`src/rtl/fir_coe_ctrl_if.sv`:
```
// Coefficient beat stream between the config source and fir_coe_ctrl.
// The source drives data/valid/last; the controller answers with a registered ready.
interface fir_coe_ctrl_if #(
  parameter int COE_WIDTH = 16
) ();
  logic [COE_WIDTH-1:0] data;
  logic                 valid;
  logic                 last;
  logic                 ready;

  modport master (output data, valid, last, input  ready);
  modport slave  (input  data, valid, last, output ready);
endinterface

```
`src/rtl/fir_coe_ctrl.sv`:
```
// Run-time coefficient reload sequencer for the double-banked fir_filter: loads the
// shadow bank, swaps on a sample boundary, then masks output until the taps are clean.
module fir_coe_ctrl #(
  parameter int COE_WIDTH    = 16,
  parameter int COE_NUM      = 66,
  parameter int FLUSH_CYCLES = COE_NUM
) (
  input  logic                       clk_i,
  input  logic                       rst_i,
  input  logic                       sample_en_i,
  fir_coe_ctrl_if.slave              coe,
  input  logic                       abort_i,
  output logic                       coe_wr_en_o,
  output logic                       coe_wr_bank_o,
  output logic [$clog2(COE_NUM)-1:0] coe_wr_addr_o,
  output logic [COE_WIDTH-1:0]       coe_wr_data_o,
  output logic                       bank_sel_o,
  output logic                       out_valid_o,
  output logic                       busy_o,
  output logic                       err_o
);

  localparam int ADDR_W = $clog2(COE_NUM);
  localparam int IDX_W  = $clog2(COE_NUM + 1);
  localparam int CNT_W  = (FLUSH_CYCLES > 0) ? $clog2(FLUSH_CYCLES + 1) : 1;

  localparam logic [IDX_W-1:0] IDX_LAST = IDX_W'(COE_NUM - 1);
  localparam logic [CNT_W-1:0] CNT_INIT = CNT_W'(FLUSH_CYCLES);

  typedef enum logic [1:0] {FLUSH, IDLE, LOAD, SWAP_WAIT} state_t;

  state_t                state_q, state_d;
  logic [IDX_W-1:0]      idx_q, idx_d;
  logic [CNT_W-1:0]      cnt_q, cnt_d;
  logic                  bank_q, bank_d;
  logic                  ov_q, ov_d;
  logic                  rdy_q;
  logic                  err_q, err_d;
  logic                  wr_en_q, wr_d;
  logic [ADDR_W-1:0]     wr_addr_q;
  logic [COE_WIDTH-1:0]  wr_data_q;
  logic                  acc;

  assign acc = coe.valid & rdy_q;

  always_comb begin
    state_d = state_q;
    idx_d   = idx_q;
    cnt_d   = cnt_q;
    bank_d  = bank_q;
    ov_d    = ov_q;
    err_d   = 1'b0;
    wr_d    = 1'b0;
    unique case (state_q)
      FLUSH: begin
        if (sample_en_i && cnt_q != '0)
          cnt_d = cnt_q - CNT_W'(1);
        if (cnt_q == '0 || (sample_en_i && cnt_q == CNT_W'(1))) begin
          state_d = IDLE;
          ov_d    = 1'b1;
        end
      end
      IDLE: begin
        // idx is always 0 here, so beat 0 lands on address 0
        if (acc && !abort_i) begin
          wr_d = 1'b1;
          if (coe.last) begin
            err_d = 1'b1;
          end else begin
            state_d = LOAD;
            idx_d   = IDX_W'(1);
          end
        end
      end
      LOAD: begin
        if (abort_i) begin
          state_d = IDLE;
          idx_d   = '0;
        end else if (acc) begin
          wr_d = 1'b1;
          if (idx_q == IDX_LAST && coe.last) begin
            state_d = SWAP_WAIT;
            idx_d   = '0;
          end else if (idx_q == IDX_LAST || coe.last) begin
            err_d   = 1'b1;
            state_d = IDLE;
            idx_d   = '0;
          end else begin
            idx_d = idx_q + IDX_W'(1);
          end
        end
      end
      SWAP_WAIT: begin
        // swap only on a sample strobe so no output mixes the two banks mid-sample
        if (sample_en_i) begin
          bank_d  = ~bank_q;
          cnt_d   = CNT_INIT;
          ov_d    = (FLUSH_CYCLES == 0);
          state_d = (FLUSH_CYCLES == 0) ? IDLE : FLUSH;
        end
      end
      default: state_d = FLUSH;
    endcase
  end

  always_ff @(posedge clk_i) begin
    if (rst_i) begin
      state_q   <= FLUSH;
      idx_q     <= '0;
      cnt_q     <= CNT_INIT;
      bank_q    <= 1'b0;
      ov_q      <= 1'b0;
      rdy_q     <= 1'b0;
      err_q     <= 1'b0;
      wr_en_q   <= 1'b0;
      wr_addr_q <= '0;
      wr_data_q <= '0;
    end else begin
      state_q <= state_d;
      idx_q   <= idx_d;
      cnt_q   <= cnt_d;
      bank_q  <= bank_d;
      ov_q    <= ov_d;
      rdy_q   <= (state_d == IDLE) || (state_d == LOAD);
      err_q   <= err_d;
      wr_en_q <= wr_d;
      if (wr_d) begin
        wr_addr_q <= idx_q[ADDR_W-1:0];
        wr_data_q <= coe.data;
      end
    end
  end

  assign coe.ready     = rdy_q;
  assign coe_wr_en_o   = wr_en_q;
  assign coe_wr_bank_o = ~bank_q;
  assign coe_wr_addr_o = wr_addr_q;
  assign coe_wr_data_o = wr_data_q;
  assign bank_sel_o    = bank_q;
  assign out_valid_o   = ov_q;
  assign busy_o        = (state_q != IDLE);
  assign err_o         = err_q;

  a_rdy_state: assert property (@(posedge clk_i)
    rdy_q |-> (state_q == IDLE || state_q == LOAD));

  a_swap_toggle: assert property (@(posedge clk_i) disable iff (rst_i)
    (state_q == SWAP_WAIT && sample_en_i) |=> (bank_q != $past(bank_q)));

endmodule

```
`src/flat_wrapper.sv`:
```
// flat-port wrapper written by rule: the top's interface ports become plain ports
module fir_coe_ctrl_flat 
#(
  parameter int COE_WIDTH    = 16,
  parameter int COE_NUM      = 66,
  parameter int FLUSH_CYCLES = COE_NUM
)
  (clk_i, rst_i, sample_en_i, abort_i, coe_wr_en_o, coe_wr_bank_o, coe_wr_addr_o, coe_wr_data_o, bank_sel_o, out_valid_o, busy_o, err_o, coe_data, coe_valid, coe_last, coe_ready);
  fir_coe_ctrl_if #(.COE_WIDTH(COE_WIDTH)) coe_i ();
  input  logic clk_i;
  input  logic rst_i;
  input  logic sample_en_i;
  input  logic abort_i;
  output logic coe_wr_en_o;
  output logic coe_wr_bank_o;
  output logic [$clog2(COE_NUM)-1:0] coe_wr_addr_o;
  output logic [COE_WIDTH-1:0] coe_wr_data_o;
  output logic bank_sel_o;
  output logic out_valid_o;
  output logic busy_o;
  output logic err_o;
  input wire logic [$bits(coe_i.data)-1:0] coe_data;
  input wire logic [$bits(coe_i.valid)-1:0] coe_valid;
  input wire logic [$bits(coe_i.last)-1:0] coe_last;
  output wire logic [$bits(coe_i.ready)-1:0] coe_ready;
  assign coe_i.data = coe_data;
  assign coe_i.valid = coe_valid;
  assign coe_i.last = coe_last;
  assign coe_ready = coe_i.ready;
  fir_coe_ctrl #(.COE_WIDTH(COE_WIDTH), .COE_NUM(COE_NUM), .FLUSH_CYCLES(FLUSH_CYCLES)) u_core (.clk_i(clk_i), .rst_i(rst_i), .sample_en_i(sample_en_i), .coe(coe_i), .abort_i(abort_i), .coe_wr_en_o(coe_wr_en_o), .coe_wr_bank_o(coe_wr_bank_o), .coe_wr_addr_o(coe_wr_addr_o), .coe_wr_data_o(coe_wr_data_o), .bank_sel_o(bank_sel_o), .out_valid_o(out_valid_o), .busy_o(busy_o), .err_o(err_o));
endmodule
```
`config.mk`:
```
export PLATFORM = sky130hd
export DESIGN_NAME = fir_coe_ctrl_flat
export DESIGN_NICKNAME = d
export VERILOG_FILES = /design/src/rtl/fir_coe_ctrl_if.sv /design/src/rtl/fir_coe_ctrl.sv /design/src/flat_wrapper.sv
export SDC_FILE = /design/constraint.sdc
export NUM_CORES = 1
export LEC_CHECK = 0
export ABC_AREA = 1
export CAP_MARGIN = 40
export CORE_MARGIN = 2
export CORE_UTILIZATION = 40
export DETAILED_ROUTE_END_ITERATION = 8
export PLACE_DENSITY_LB_ADDON = 0.25
export SLEW_MARGIN = 20
export SYNTH_ARGS = -nofsm -noshare
export SYNTH_HDL_FRONTEND = slang
export SYNTH_SLANG_ARGS = --single-unit
```
`constraint.sdc`:
```
create_clock -name clk_i -period 1.6 [get_ports clk_i]
set_clock_uncertainty 0.15 [all_clocks]
set_input_delay 0.24 -clock clk_i [delete_from_list [all_inputs] [get_ports clk_i]]
set_output_delay 0.24 -clock clk_i [all_outputs]
set_load 0.01 [all_outputs]
```
# After elaboration in Yosys (flattened, before gate mapping)
# Cells that the tools add are included.
# word_totals
register_bits	44
out_inout_bits	30
word_cells	78
in_bits	22
# op_classes
reduce_logical	17
n_mux	33
n_eq_ne	14
add_sub_neg	2
bitwise	2
# op_table
operator	count
$mux 7	8
$pmux 7 s2	2
$mux 2	8
$mux 1	11
$ne 2x1->1 const B	4
$pmux 2 s4	1
$add 7x1->7 const B	1
$eq 7x1->1 const B	1
$eq 7x7->1 const B	1
$logic_not 7->1	1
$reduce_bool 7->1	1
$sub 7x1->7 const B	1
$eq 2x2->1 const B	3
$pmux 1 s2	3
$reduce_and 3->1	2
$eq 2x1->1 const B	2
$logic_and 1x1->1	4
$ne 2x2->1 const B	2
$reduce_and 4->1	1
$reduce_bool 2->1	2
$logic_or 1x1->1	3
$ne 3x2->1 const B	1
$logic_not 2->1	1
$reduce_and 2->1	1
other kinds (3)	3

# Longest topological paths before layout
# Gate-level depths: netlist of run 1.
# depth
word_depth	9
ltp_mapped	14
ltp_nobuf	14

# Worst setup path before layout of run 1
# Ideal clock, no wire load.
# synth_timing
path_type	reg-to-reg
from	reg u_core.idx_q[1]
to	reg u_core.idx_q[1]
synth_period_minus_slack_ns	1.712
required_ns	1.385
setup_ns	0.065
path_stages_with_launch	12
n_path_buf	0
setup_slack_ns	-0.112
arrival_time_ns	1.497
cell_sequence	dfxtp_1 > inv_1 > ha_1 > nand4_1 > inv_1 > ha_1 > inv_1 > nand3_1 > nor2_1 > nand3_1 > o21a_1 > nor2_1
# synth_via
elab_chain_len	7
elab_cells_between_ends	9
cone_classes	add/sub: 1; eq/ne: 1; mux: 5; reduce/logical: 2
# synth_lines
element	line_no	source
start, declared	fir_coe_ctrl.sv:33	logic [IDX_W-1:0] idx_q, idx_d;
start signal, assigned	fir_coe_ctrl.sv:120	idx_q <= idx_d;
parallel branches: the longest is 3 deep, another holds $add 7x1->7	n/a	
$mux 7 (*)	fir_coe_ctrl.sv:81	if (idx_q == IDX_LAST && coe.last) begin
$mux 7 (*)	fir_coe_ctrl.sv:79	end else if (acc) begin
$mux 7 (*)	fir_coe_ctrl.sv:76	if (abort_i) begin
$pmux 7 s2 (*)	fir_coe_ctrl.sv:54	unique case (state_q)
# Mark *: on every way between the ends. The select of a mux whose other input is x is not followed.
# A chain may end at the register's enable or synchronous reset.

# Final worst setup path of run 1
# layout_timing
from	reg u_core.idx_q[4]
to	reg u_core.rdy_q, in the netlist u_core.coe.ready
# layout_via
elab_chain_len	9
elab_cells_between_ends	11
cone_classes	eq/ne: 3; mux: 5; reduce/logical: 3
# layout_lines
element	line_no	source
$eq 7x7->1 (*)	fir_coe_ctrl.sv:81, fir_coe_ctrl.sv:84	
$logic_or 1x1->1	fir_coe_ctrl.sv:84	end else if (idx_q == IDX_LAST || coe.last) begin
$mux 2	fir_coe_ctrl.sv:84	
$mux 2 (*)	fir_coe_ctrl.sv:81	
$mux 2 (*)	fir_coe_ctrl.sv:79	
$mux 2 (*)	fir_coe_ctrl.sv:76	
$pmux 2 s4 (*)	fir_coe_ctrl.sv:54	
$eq 2x1->1 / $eq 2x2->1 (equally long branches)	fir_coe_ctrl.sv:124	rdy_q <= (state_d == IDLE) || (state_d == LOAD);
$logic_or 1x1->1 (*)	fir_coe_ctrl.sv:124	
end signal, assigned	fir_coe_ctrl.sv:124	
end, declared	fir_coe_ctrl.sv:37	logic rdy_q;
# Mark *: on every way between the ends. The rest lies on a longest branch, timed or not.

==> out/results.txt, run 1 <==
Outcome - finished, violations left
Failing checks - negative setup slack
Clock Path Buffers - 2
Achievable Freq - 568 MHz
WP data arrival - 1.81 ns
Worst skew pair latency - 0.30 ns
Routed WL per cell - 12.5 um
Tcrit/Tclk final - 110%
Syn. warnings - 0
Final hold slack - 0.319 ns
Final setup viols - 10
Layout cells sized above 1 - 27.2%
Antenna Diode Count - 0
FF/Latch Area - 888 um2
Final setup TNS - -0.976 ns
Die height - 76.5 um
Io pins - 52
Power density over the cells - 630 mW/mm2
Post-detail-place hpwl - 3660 um
Final slew viol count - 0
H-tree depth - 2
Critical Path Fanout Max - 2
Clock root cell - clkbuf_8
Worst Setup Start Kind - register
Post-Synthesis Net Count - 321
Core footprint - 0.00511 mm2
Unique masters post-synth - 26
Routed wire length - 5720 um
Worst-path clk slew - 0.09 ns
Slew @ Worst Pin - 0.231 ns
Maximum vdd drop - 0.000637 V
Largest net degree at the start of global routing - 31
Filler instances - 436
Synthesized area - 0.00210 mm2
RSZ-0062 raised after global routing - true
Register bit total from synthesis - 44
Layout area overhead - 60.9%
Initial core utilization - 41.2%
Vias in the first global route - 2089
DRT iter0 DRCs - 114
Via/cell ratio - 4.86
Rel. slew slack - 84.4%
Initial antenna violation count - 0
Multi-input logic area - 0.00125 mm2
Gr ovfl total - 0
Tot GR Track Use - 19.4%
CP required - 1.65 ns
DP Worst Slack - -0.266 ns
Detailed-route via count - 2233
Final WS setup - -0.161 ns
CTS Sinks - 44
Final RePlAce weighted congestion - 0.863
Fin crit period - 1.76 ns
First-pass GRT wire length - 9380 um
Drt drc - 0
DR pass1 iterations - 4
Max_cap viols - 0
CTS tree - built
Chip Width - 76.5 um
Worst hold path class - reg -> reg
Synthesized area per cell - 7.31 um2
CP Capture Type - register
Rows - 26
Placed Area - 0.00298 mm2
Mapped Cells - 288
I/O Buffers - 51
Cell area after layout - 0.00339 mm2
Pwr Total - 2.13 mW
Kind of critical path - reg -> reg
Remaining antenna violation count - 0
Total CTS buffers - 5
Post-synthesis sequential area ratio - 41.9%
Final nets - 422
Hold Violations, Final - 0
Die area - 0.00586 mm2
LEAKAGE - 1.76 nW
==> layout by cell type, fill, tap and decap left out, types with 8 or more instances in the layout <==
cell,count
a21oi_1,13
nand2_1,45
nor2_1,56
buf_4,46
o21ai_0,25
dfxtp_1,40
clkdlybuf4s50_1,27
inv_1,16
dlymetal6s2s_1,21
inv_2,8
nand3_1,13
==> layer usage <==
metal	GRT usage [%]	up-vias	wire length (um)
li1	-	1132	-
met2	34.8	43	2970
met3	4.50	9	221
met5	0	-	0
met1	23.2	1049	2440
met4	5.27	0	96
==> Yosys cell counts (all sizes together) <==
cell / n / share of area [%]
a211oi: 1 / 0.36
o211a: 2 / 0.95
ha: 11 / 6.5
nand2: 50 / 9.5
buf: 3 / 1.1
a21oi: 18 / 4.3
clkbuf: 5 / 0.89
o211ai: 3 / 1.3
nand3: 16 / 3.8
o21ai: 32 / 7.8
xor2: 6 / 2.5
o21a: 1 / 0.36
dfxtp: 44 / 42
inv: 26 / 4.8
a21boi: 1 / 0.54
nand4: 5 / 1.5
nor2: 64 / 12
==> worst max-delay path, stage by stage, from the launching register on <==
cell and delay, ns:
dfxtp_1 0.32, nor2_1 0.16, nand4_1 0.17, inv_1 0.09
ha_2 0.17, inv_2 0.05, nand4_1 0.07, nand3_1 0.06
nand2_1 0.09, nand2_2 0.06, nand2_1 0.09, nand2_1 0.07
nand2_1 0.07, nor2_1 0.04
==> path summary, 6_finish.rpt <==
kind | slack, ns | cells past startpoint | start | end
worst max-delay path | -0.16 | 13 | u_core.idx_q[4] | u_core.coe.ready
worst min-delay path | 0.32 | 2 | u_core.out_valid_o | u_core.out_valid_o
worst max register to register | -0.16 | 13 | u_core.idx_q[4] | u_core.coe.ready
worst min register to register | 0.32 | 2 | u_core.out_valid_o | u_core.out_valid_o
==> cell type report <==
| type | instances | share of cell area, % |
|---|---|---|
| Sequential cell | 44 | 26.2 |
| Inverter | 26 | 3.10 |
| Tap cell | 70 | 2.59 |
| Multi-Input combinational cell | 211 | 37.0 |
| Clock buffer | 5 | 2.03 |
| Timing Repair Buffer | 101 | 28.7 |
| Clock inverter | 2 | 0.370 |
==> logic make-up (layout without fill, tap and decap cells) <==
family | after synthesis | count (layout) | share of synthesized area, %
simple gates | 135 | 136 | 26.8
compound gates | 58 | 58 | 15.6
flops | 44 | 44 | 41.9
buf+inv | 34 | 134 | 6.72
fa+ha+maj | 11 | 11 | 6.54
xor+xnor | 6 | 6 | 2.50
==> flip-flops by register name, indices dropped and copies added, names as in the netlist <==
name,flops
u_core.coe.ready,1
u_core.cnt_q,7
u_core.state_q,2
u_core.coe_wr_en_o,1
u_core.idx_q,7
u_core.err_o,1
u_core.coe_wr_data_o,16
u_core.bank_sel_o,1
u_core.out_valid_o,1
u_core.coe_wr_addr_o,7
==> what timing repair did <==
item                                    4_1_cts  5_1_grt
endpoints found under the setup margin       29       63
hold buffers                                  0        0
pin swaps                                     9       15
gates resized for setup                      16       51
setup buffers                                11        6
gates cloned                                  1        0
==> per-stage QoR <==
stage,util [%],instances
after global placement,58.4,436
after floorplan,-,288
after CTS,62.5,454
after detailed placement,58.4,436
after global routing,66.3,459
final,66.3,459
==> power breakdown <==
part | internal [mW] | switching, mW
sequential | 1.11 | 0.0211
clock | 0.296 | 0.387
combinational | 0.154 | 0.159
total | 1.57 | 0.567
Note: power is estimated with default switching activity, not from simulation.
==> run 2: changes to the inputs <==
--- a/config.mk
+++ b/config.mk
@@ -8,7 +8,7 @@
 export ABC_AREA = 1
 export CAP_MARGIN = 40
 export CORE_MARGIN = 2
-export CORE_UTILIZATION = 40
+export CORE_UTILIZATION = 35
 export DETAILED_ROUTE_END_ITERATION = 8
 export PLACE_DENSITY_LB_ADDON = 0.25
 export SLEW_MARGIN = 20
==> out/results.txt, run 2 (synthesis gave the netlist of run 1 again) <==
Outcome - finished, violations left
Failing checks - negative setup slack
Final slew viol count - 0 (unchanged)
Crit-path cells - inv_2 > ha_4 > nand4_1 > inv_1 > ha_2 > inv_2 > nand3_4 > nor2_4 > nand3_2 > o21a_1 > nor2_1
Tcrit/Tclk final - 106% (-3.6 points)
CTS Sinks - 44 (unchanged)
Top cell family by delay on the critical path - simple AND/OR/NAND/NOR gates
Most common cell after layout, fill and taps aside - nor2_1
Die height - 81.5 um (+6.5%)
Maximum vdd drop - 0.000490 V (-23%)
Fin crit period - 1.70 ns (-0.0580 ns)
Worst hold path class - reg -> reg
Vias in the first global route - 1944 (-6.9%)
Routed wire length - 5550 um (-3.0%)
Commonest cells after routing, fill and taps aside - nor2_1, nand2_1, buf_4
Remaining antenna violation count - 0 (unchanged)
Worst skew pair latency - 0.29 ns (about the same)
Post-detail-place hpwl - 3860 um (+5.3%)
Largest net degree at the start of global routing - 31 (unchanged)
Core footprint - 0.00585 mm2 (+15%)
Rel. slew slack - 84.5% (+0.10 points)
Tot GR Track Use - 17.1% (-2.3 points)
Clock root cell - clkbuf_8
Routed WL per cell - 12.0 um (-3.4%)
Power density over the cells - 671 mW/mm2 (+6.5%)
Chip Width - 81.5 um (+6.5%)
Reg2reg setup slack - -0.10 ns (+0.06 ns)
CTS tree - built
Hold Violations, Final - 0 (unchanged)
Critical Path Most Common Cell - inv_2
Initial antenna violation count - 0 (unchanged)
Buf/Inv on CP - 3 (+1)
Hold_buf cts - 0 (unchanged)
Slew @ Worst Pin - 0.231 ns (-0.00000536 ns)
Post-layout util - 57.4% (-8.9 points)
Kind of critical path - reg -> reg
H-tree depth - 2 (unchanged)
Layout cells sized above 1 - 25.4% (-1.9 points)
Die area - 0.00665 mm2 (+14%)
Total CTS buffers - 5 (unchanged)
Critical Path Fanout Max - 3 (+1)
Final RePlAce weighted congestion - 0.868 (+0.52%)
Worst Setup Start Kind - register
WP data arrival - 1.78 ns (-0.03 ns)
Worst-path clk slew - 0.08 ns (about the same)
Initial core utilization - 36.0% (-5.2 points)
CP Capture Type - register
Layout area overhead - 59.5%
Drt drc - 0 (unchanged)
RSZ-0062 raised after global routing - true
LEAKAGE - 1.68 nW (-4.5%)
Final nets - 420 (-0.47%)
Slowest Stage Delay on Critical Path - 0.34 ns (+0.02 ns)
Max_cap viols - 0 (unchanged)
Rows - 28 (+7.7%)
Max reg flops - 16 (unchanged)
Dpl cells - 444 (+1.8%)
Io pins - 52 (unchanged)
Max stage delay cell, worst path - dfxtp_2
DR pass1 iterations - 4 (unchanged)
Final Non-Filler Cells - 461 (+0.44%)
Antenna Diode Count - 0 (unchanged)
Achievable Freq - 587 MHz (+3.4%)
I/O Buffers - 51 (unchanged)
Final WS setup - -0.103 ns (+0.0580 ns)
Final setup viols - 9 (-1)
Via/cell ratio - 4.69 (-3.6%)
Clock Path Buffers - 2 (unchanged)
CP required - 1.68 ns (+0.03 ns)
Gr ovfl total - 0 (unchanged)
Detailed-route via count - 2161 (-3.2%)
Filler instances - 536 (+23%)
First-pass GRT wire length - 8760 um (-6.7%)
DRT iter0 DRCs - 102 (-11%)
==> run 2: cell count changes in the layout (fill, tap and decap cells not counted), moves of 2 or more <==
cell	before	now
buf_4	46	44
dlymetal6s2s_1	21	17
o21ai_2	2	0
nor2_2	6	4
o21ai_1	4	6
nor2_1	56	58
clkdlybuf4s50_1	27	30
==> run 2: power by group <==
group	internal, mW	switching [mW]	leakage (nW)
Combinational	0.151	0.157	1.27
Sequential	1.12	0.0205	0.358
Clock	0.448	0.360	0.0501
==> run 2: tightest hold or removal path, stage by stage (launching register included) <==
cell and delay [ns]:
dfxtp_1 0.32, nand2_1 0.06, a21oi_1 0.05
==> run 2: final timing paths <==
| kind | startpoint | to | cells past startpoint |
|---|---|---|---|
| hold reg to reg | u_core.out_valid_o | u_core.out_valid_o | 2 |
| setup / recovery | u_core.idx_q[1] | u_core.idx_q[1] | 11 |
| setup reg to reg | u_core.idx_q[1] | u_core.idx_q[1] | 11 |
| hold / removal | u_core.out_valid_o | u_core.out_valid_o | 2 |
==> run 2: layout make-up <==
type | count | area [um2] | share of cell area (%)
Timing Repair Buffer | 99 | 937 | 27.9
Inverter | 26 | 105 | 3.13
Sequential cell | 44 | 888 | 26.5
Clock buffer | 5 | 68.8 | 2.05
Multi-Input combinational cell | 211 | 1230 | 36.7
Tap cell | 75 | 93.8 | 2.80
Clock inverter | 1 | 30.0 | 0.895
==> run 2: stage by stage <==
stage | setup TNS, ns | setup slack, ns | hold slack (ns) | total power [mW] | area [um2]
after floorplan | -0.0334 | -0.0334 | 0.152 | 1.32 | 2120
after global placement | -5.56 | -0.228 | 0.303 | 1.44 | 3000
after detailed placement | -6.70 | -0.247 | 0.312 | 1.45 | 3000
after CTS | -0.743 | -0.119 | 0.326 | 2.28 | 3240
after global routing | -2.06 | -0.242 | 0.348 | 2.37 | 3360
final | -0.653 | -0.103 | 0.319 | 2.25 | 3360
==> run 2: metal layers <==
| layer | share of wire, % | track usage (%) | vias up |
|---|---|---|---|
| met5 | 0 | 0 | - |
| met4 | 0.94 | 5.42 | 0 |
| met3 | 3.0 | 4.62 | 5 |
| met2 | 49 | 27.6 | 31 |
| met1 | 47 | 22.1 | 990 |
| li1 | - | - | 1135 |
==> run 2: repair_timing <==
item | CTS | global route
buffers inserted | 8 | 3
endpoints found under the setup margin | 39 | 44
pin swaps | 6 | 8
hold endpoints to repair | 0 | 0
cloned | 0 | 1
gates resized for setup | 26 | 33
==> RTL edit 1, RTL diff (settings of run 1) <==
The output `err_o` loses its register stage (`err_q` becomes a continuous assignment).
--- a/src/rtl/fir_coe_ctrl.sv
+++ b/src/rtl/fir_coe_ctrl.sv
@@ -111,7 +111,6 @@
       bank_q    <= 1'b0;
       ov_q      <= 1'b0;
       rdy_q     <= 1'b0;
-      err_q     <= 1'b0;
       wr_en_q   <= 1'b0;
       wr_addr_q <= '0;
       wr_data_q <= '0;
@@ -122,7 +121,6 @@
       bank_q  <= bank_d;
       ov_q    <= ov_d;
       rdy_q   <= (state_d == IDLE) || (state_d == LOAD);
-      err_q   <= err_d;
       wr_en_q <= wr_d;
       if (wr_d) begin
         wr_addr_q <= idx_q[ADDR_W-1:0];
@@ -130,6 +128,8 @@
       end
     end
   end
+
+  assign err_q = err_d;
 
   assign coe.ready     = rdy_q;
   assign coe_wr_en_o   = wr_en_q;
Function: no difference found for any inputs over 10 cycles, from zero or initial values and one cycle with rst_i high; that may be too few to reach the edited logic, so the function may still have changed.
==> RTL edit 1 against run 1 <==
The run still ends with negative setup slack left; total power up 0.60%; non-clock buffer count shrank 5; area after synthesis rose by 3.7%; worst setup slack got worse by 0.14 ns; sequential cell count fell by 1; design area grew 4.9%; routed wire length grew 2.6%; via count is 1.2% higher; largest power group unchanged.
==> RTL edit 1: results (changes against run 1) <==
Outcome
  • Status: finished with violations (unchanged)
  • Failing checks: negative setup slack (unchanged)

Layout
  • Layout cells sized above 1: 0.313 (was 0.272)
  • Nets: 432 (was 422)
  • Non-Filler Instances: 470 (was 459)

Worst setup path
  • Worst EP arrival: 1.51 ns (was 1.81 ns)
  • Critical path's slowest cell: dfxtp_2 (was dfxtp_1)
  • Worst reg2reg path depth: 16 (was 13)
  • Crit. Startpoint: u_core.idx_q[1]$_SDFFE_PP0P_ (was u_core.idx_q[4]$_SDFFE_PP0P_)

Synth
  • Largest cells by area after synthesis: dfxtp_1 (39%), nand2_1 (9.8%), nor2_1 (9.6%), o21ai_0 (7.6%), ha_1 (6.3%) (was dfxtp_1 (42%), nor2_1 (11%), nand2_1 (8.4%), ha_1 (6.5%), o21ai_0 (6.4%))
  • Synth Instances: 305 (was 288)
  • Commonest cells post-synth: nand2_1 (57), nor2_1 (56), dfxtp_1 (43) (was nor2_1 (61), nand2_1 (47), dfxtp_1 (44))
  • Library cells used by synthesis: 24 (was 26)
  • Sequential area share after synthesis: 0.394 (was 0.419)
  • Mapped Nets: 338 (was 321)

Drt
  • Routed len/inst: 12.5 um (about the same)
  • Iteration-0 DRC Markers: 72 (was 114)
  • DR vias: 2259 (was 2233)
  • Pre-antenna DRT Iters: 6 (was 4)

Placement
  • Cells after DPL: 455 (was 436)
  • Place WS: -0.561 ns (was -0.266 ns)
  • Placed Area: 3090 sq um (was 2980 sq um)
  • Routability Congestion: 0.842 (was 0.863)

Global route
  • First-pass GRT wire length: 9.44 mm (was 9.38 mm)
  • GRT Overall Usage: 0.190 (was 0.194)
  • Largest net degree at the start of global routing: 32 (was 31)
  • Vias in the first global route: 2131 (was 2089)

STA
  • Total negative slack: -2.47 ns (was -0.976 ns)
  • Setup violators final: 33 (was 10)
  • Setup ws final: -0.298 ns (was -0.161 ns)

Pwr
  • Lkg Pwr: 1.75 nW (was 1.76 nW)
  • Peak supply drop: 368 uV (was 637 uV)
  • P_sw: 0.575 mW (was 0.567 mW)
-- RTL edit 1: cell types whose count changed in the layout (fill, tap and decap cells not counted), sizes merged, moves of 3 or more --
cell and delta:
dlygate4sd2 +13, nand2 +11, dlymetal6s2s -9, inv +7, a21oi +6, clkdlybuf4s50 -5, nor2 -5, buf -3
-- RTL edit 1: critical path: cells and delay by family, from the launching register on --
kind | cells | cell delay [ns]
compound gates | 1 | 0.11
fa+ha+maj | 2 | 0.41
buf+inv | 2 | 0.21
flops | 1 | 0.33
simple gates | 2 | 0.15
-- RTL edit 1: cells by family after synthesis --
group,after synthesis,synth area share
adder cells (fa/ha/maj),11,0.0631
buffers and inverters,42,0.0808
AND/OR/NAND/NOR,143,0.286
XOR/XNOR,7,0.0281
flip-flops,43,0.394
AO/OA/AOI/OAI,59,0.148
-- RTL edit 1: per-layer routing --
layer	global-route usage	vias to the layer above	share of wire
met3	0.0279	4	0.042
li1	-	1167	-
met4	0.0500	0	0.0068
met1	0.237	1035	0.43
met5	0	-	0
met2	0.338	53	0.52
-- RTL edit 1: through the flow --
stage	power [mW]	hold slack [ns]
after floorplan	1.32	0.152
after global placement	1.46	0.299
after detailed placement	1.46	0.300
after CTS	2.14	0.313
after global routing	2.25	0.354
final	2.15	0.311
-- RTL edit 1: final cells by class --
class	count	area [sq um]
Tap cell	70	87.6
Sequential cell	43	870
Inverter	33	139
Fill cell	437	1620
Clock inverter	2	12.5
Clock buffer	6	72.6
Timing Repair Buffer	96	962
Multi-Input combinational cell	220	1410
-- RTL edit 1: power groups by stage --
stage | clock network [mW] | registers (mW) | logic (mW)
6_report | 0.678 | 1.12 | 0.351
2_1_floorplan | 0 | 1.14 | 0.181
3_3_place_gp | 0 | 1.14 | 0.319
5_1_grt | 0.741 | 1.12 | 0.389
3_5_place_dp | 0 | 1.14 | 0.325
4_1_cts | 0.690 | 1.11 | 0.335
-- RTL edit 1: what timing repair did --
action | in CTS | in global routing
buffers inserted | 1 | 4
endpoints found under the setup margin | 37 | 52
gates cloned | 3 | 0
gates resized for setup | 89 | 35
endpoints found under the hold margin | 0 | 0
pin swaps | 21 | 13
-- RTL edit 1: worst max-delay path by stage --
stage | to | slack, ns | depth (start not counted)
floorplan | u_core.coe.ready$_SDFF_PP0_ | 0.01 | 15
global placement | err_o | -0.54 | 6
detailed placement | err_o | -0.56 | 6
CTS | err_o | -0.32 | 7
global route | err_o | -0.40 | 7
finish | err_o | -0.30 | 7
==> RTL edit 2, RTL diff (config.mk and constraints of run 1) <==
Without the edit above. `COE_WIDTH` is set to 16 in 3 places; all go to 32.
--- a/src/rtl/fir_coe_ctrl_if.sv
+++ b/src/rtl/fir_coe_ctrl_if.sv
@@ -1,7 +1,7 @@
 // Coefficient beat stream between the config source and fir_coe_ctrl.
 // The source drives data/valid/last; the controller answers with a registered ready.
 interface fir_coe_ctrl_if #(
-  parameter int COE_WIDTH = 16
+  parameter int COE_WIDTH = 32
 ) ();
   logic [COE_WIDTH-1:0] data;
   logic                 valid;
--- a/src/rtl/fir_coe_ctrl.sv
+++ b/src/rtl/fir_coe_ctrl.sv
@@ -1,7 +1,7 @@
 // Run-time coefficient reload sequencer for the double-banked fir_filter: loads the
 // shadow bank, swaps on a sample boundary, then masks output until the taps are clean.
 module fir_coe_ctrl #(
-  parameter int COE_WIDTH    = 16,
+  parameter int COE_WIDTH    = 32,
   parameter int COE_NUM      = 66,
   parameter int FLUSH_CYCLES = COE_NUM
 ) (
--- a/src/flat_wrapper.sv
+++ b/src/flat_wrapper.sv
@@ -1,7 +1,7 @@
 // flat-port wrapper written by rule: the top's interface ports become plain ports
 module fir_coe_ctrl_flat 
 #(
-  parameter int COE_WIDTH    = 16,
+  parameter int COE_WIDTH    = 32,
   parameter int COE_NUM      = 66,
   parameter int FLUSH_CYCLES = COE_NUM
 )
Ports: changed (resized coe_data and coe_wr_data_o); port bits go from 52 to 84. The function was not compared with the original's and may differ.
==> RTL edit 2 against run 1 <==
Sequential cell count is 16 higher; synthesized cell count is 29% higher; routed wire length grew 32%; design area is 28% higher; the run still ends with negative setup slack left; first-iteration DRC count shrank 7.9%; total power up 59%; cell count is 27% higher; area after synthesis increased by 30%; largest power group unchanged; utilization fell by 1.8 points; worst hold slack better by 0.0026 ns; critical path depth stayed put; worst setup slack got worse by 0.14 ns.
==> RTL edit 2: results (changes against run 1) <==
Outcome
  • Status: finished with violations (unchanged)
  • Failing checks: negative setup slack (unchanged)

Global route
  • Vias in the first global route: 2699 (was 2089)
  • Largest net degree at the start of global routing: 44 (was 31)
  • GR Util met1: 0.248 (was 0.232)
  • GRT Overall Usage: 0.202 (was 0.194)
  • First-pass GRT wire length: 12.1 mm (was 9.38 mm)

CTS
  • H-tree Lvls: 3 (was 2)
  • Clk Latency, worst-skew pair: 0.35 ns (was 0.30 ns)

Synth
  • Synth Instances: 372 (was 288)
  • Synth Area in Compound Gates: 0.140 (was 0.156)

Layout
  • Nets: 546 (was 422)
  • Layout cells sized above 1: 0.231 (was 0.272)
  • Non-Filler Instances: 582 (was 459)
  • Area Overhead vs Synth: 57.9% (was 60.9%)

Drt
  • Iteration-0 DRC Markers: 105 (was 114)
  • WL met1: 3.29 mm (was 2.44 mm)
  • DR vias: 2827 (was 2233)
  • Routed length on met2: 3.75 mm (was 2.97 mm)

Pwr
  • Peak supply drop: 408 uV (was 637 uV)
  • Lkg Pwr: 1.98 nW (was 1.76 nW)
  • Combinational power: 0.441 mW (was 0.313 mW)
  • Pwr Density: 782 nW/um^2 (was 630 nW/um^2)
  • P_sw: 0.920 mW (was 0.567 mW)

Placement
  • Routability Congestion: 0.901 (was 0.863)
  • Placed Area: 3960 sq um (was 2980 sq um)

STA
  • Total negative slack: -2.08 ns (was -0.976 ns)
  • Setup ws final: -0.302 ns (was -0.161 ns)
  • Worst Hold Slack: 0.322 ns (was 0.319 ns)
  • Setup violators final: 11 (was 10)

Worst setup path
  • Critical path's slowest cell: dfxtp_2 (was dfxtp_1)
  • Worst r2r src: u_core.idx_q[1]$_SDFFE_PP0P_ (was u_core.idx_q[4]$_SDFFE_PP0P_)
-- RTL edit 2: area by class of cell --
type                            count  area share
Sequential cell                    60       0.280
Tap cell                           80      0.0231
Timing Repair Buffer              129       0.273
Inverter                           33      0.0318
Clock inverter                      7      0.0173
Multi-Input combinational cell    264       0.347
Clock buffer                        9      0.0286
-- RTL edit 2: worst max-delay path by stage --
| stage | from | endpoint | depth (start not counted) |
|---|---|---|---|
| 2_1_floorplan | u_core.idx_q[1]$_SDFFE_PP0P_ | u_core.coe.ready$_SDFF_PP0_ | 14 |
| 3_3_place_gp | coe_valid | u_core.idx_q[4]$_SDFFE_PP0P_ | 8 |
| 3_5_place_dp | coe_valid | u_core.idx_q[4]$_SDFFE_PP0P_ | 8 |
| 4_1_cts | u_core.idx_q[1]$_SDFFE_PP0P_ | u_core.coe.ready$_SDFF_PP0_ | 13 |
| 5_1_grt | u_core.idx_q[1]$_SDFFE_PP0P_ | u_core.coe.ready$_SDFF_PP0_ | 13 |
| 6_report | u_core.idx_q[1]$_SDFFE_PP0P_ | u_core.coe.ready$_SDFF_PP0_ | 13 |
-- RTL edit 2: what timing repair did --
item / 4_1_cts / 5_1_grt
gates resized for setup: 64 / 48
gates cloned: 0 / 1
pin swaps: 3 / 11
endpoints found under the hold margin: 0 / 0
endpoints found under the setup margin: 101 / 60
setup buffers: 2 / 1
-- RTL edit 2: worst max-delay path: cells and delay by family (launching register included) --
| family | cells | cell delay [ns] |
|---|---|---|
| simple gates | 8 | 0.70 |
| flops | 1 | 0.33 |
| fa+ha+maj | 2 | 0.32 |
| buf+inv | 2 | 0.19 |
| compound gates | 1 | 0.15 |
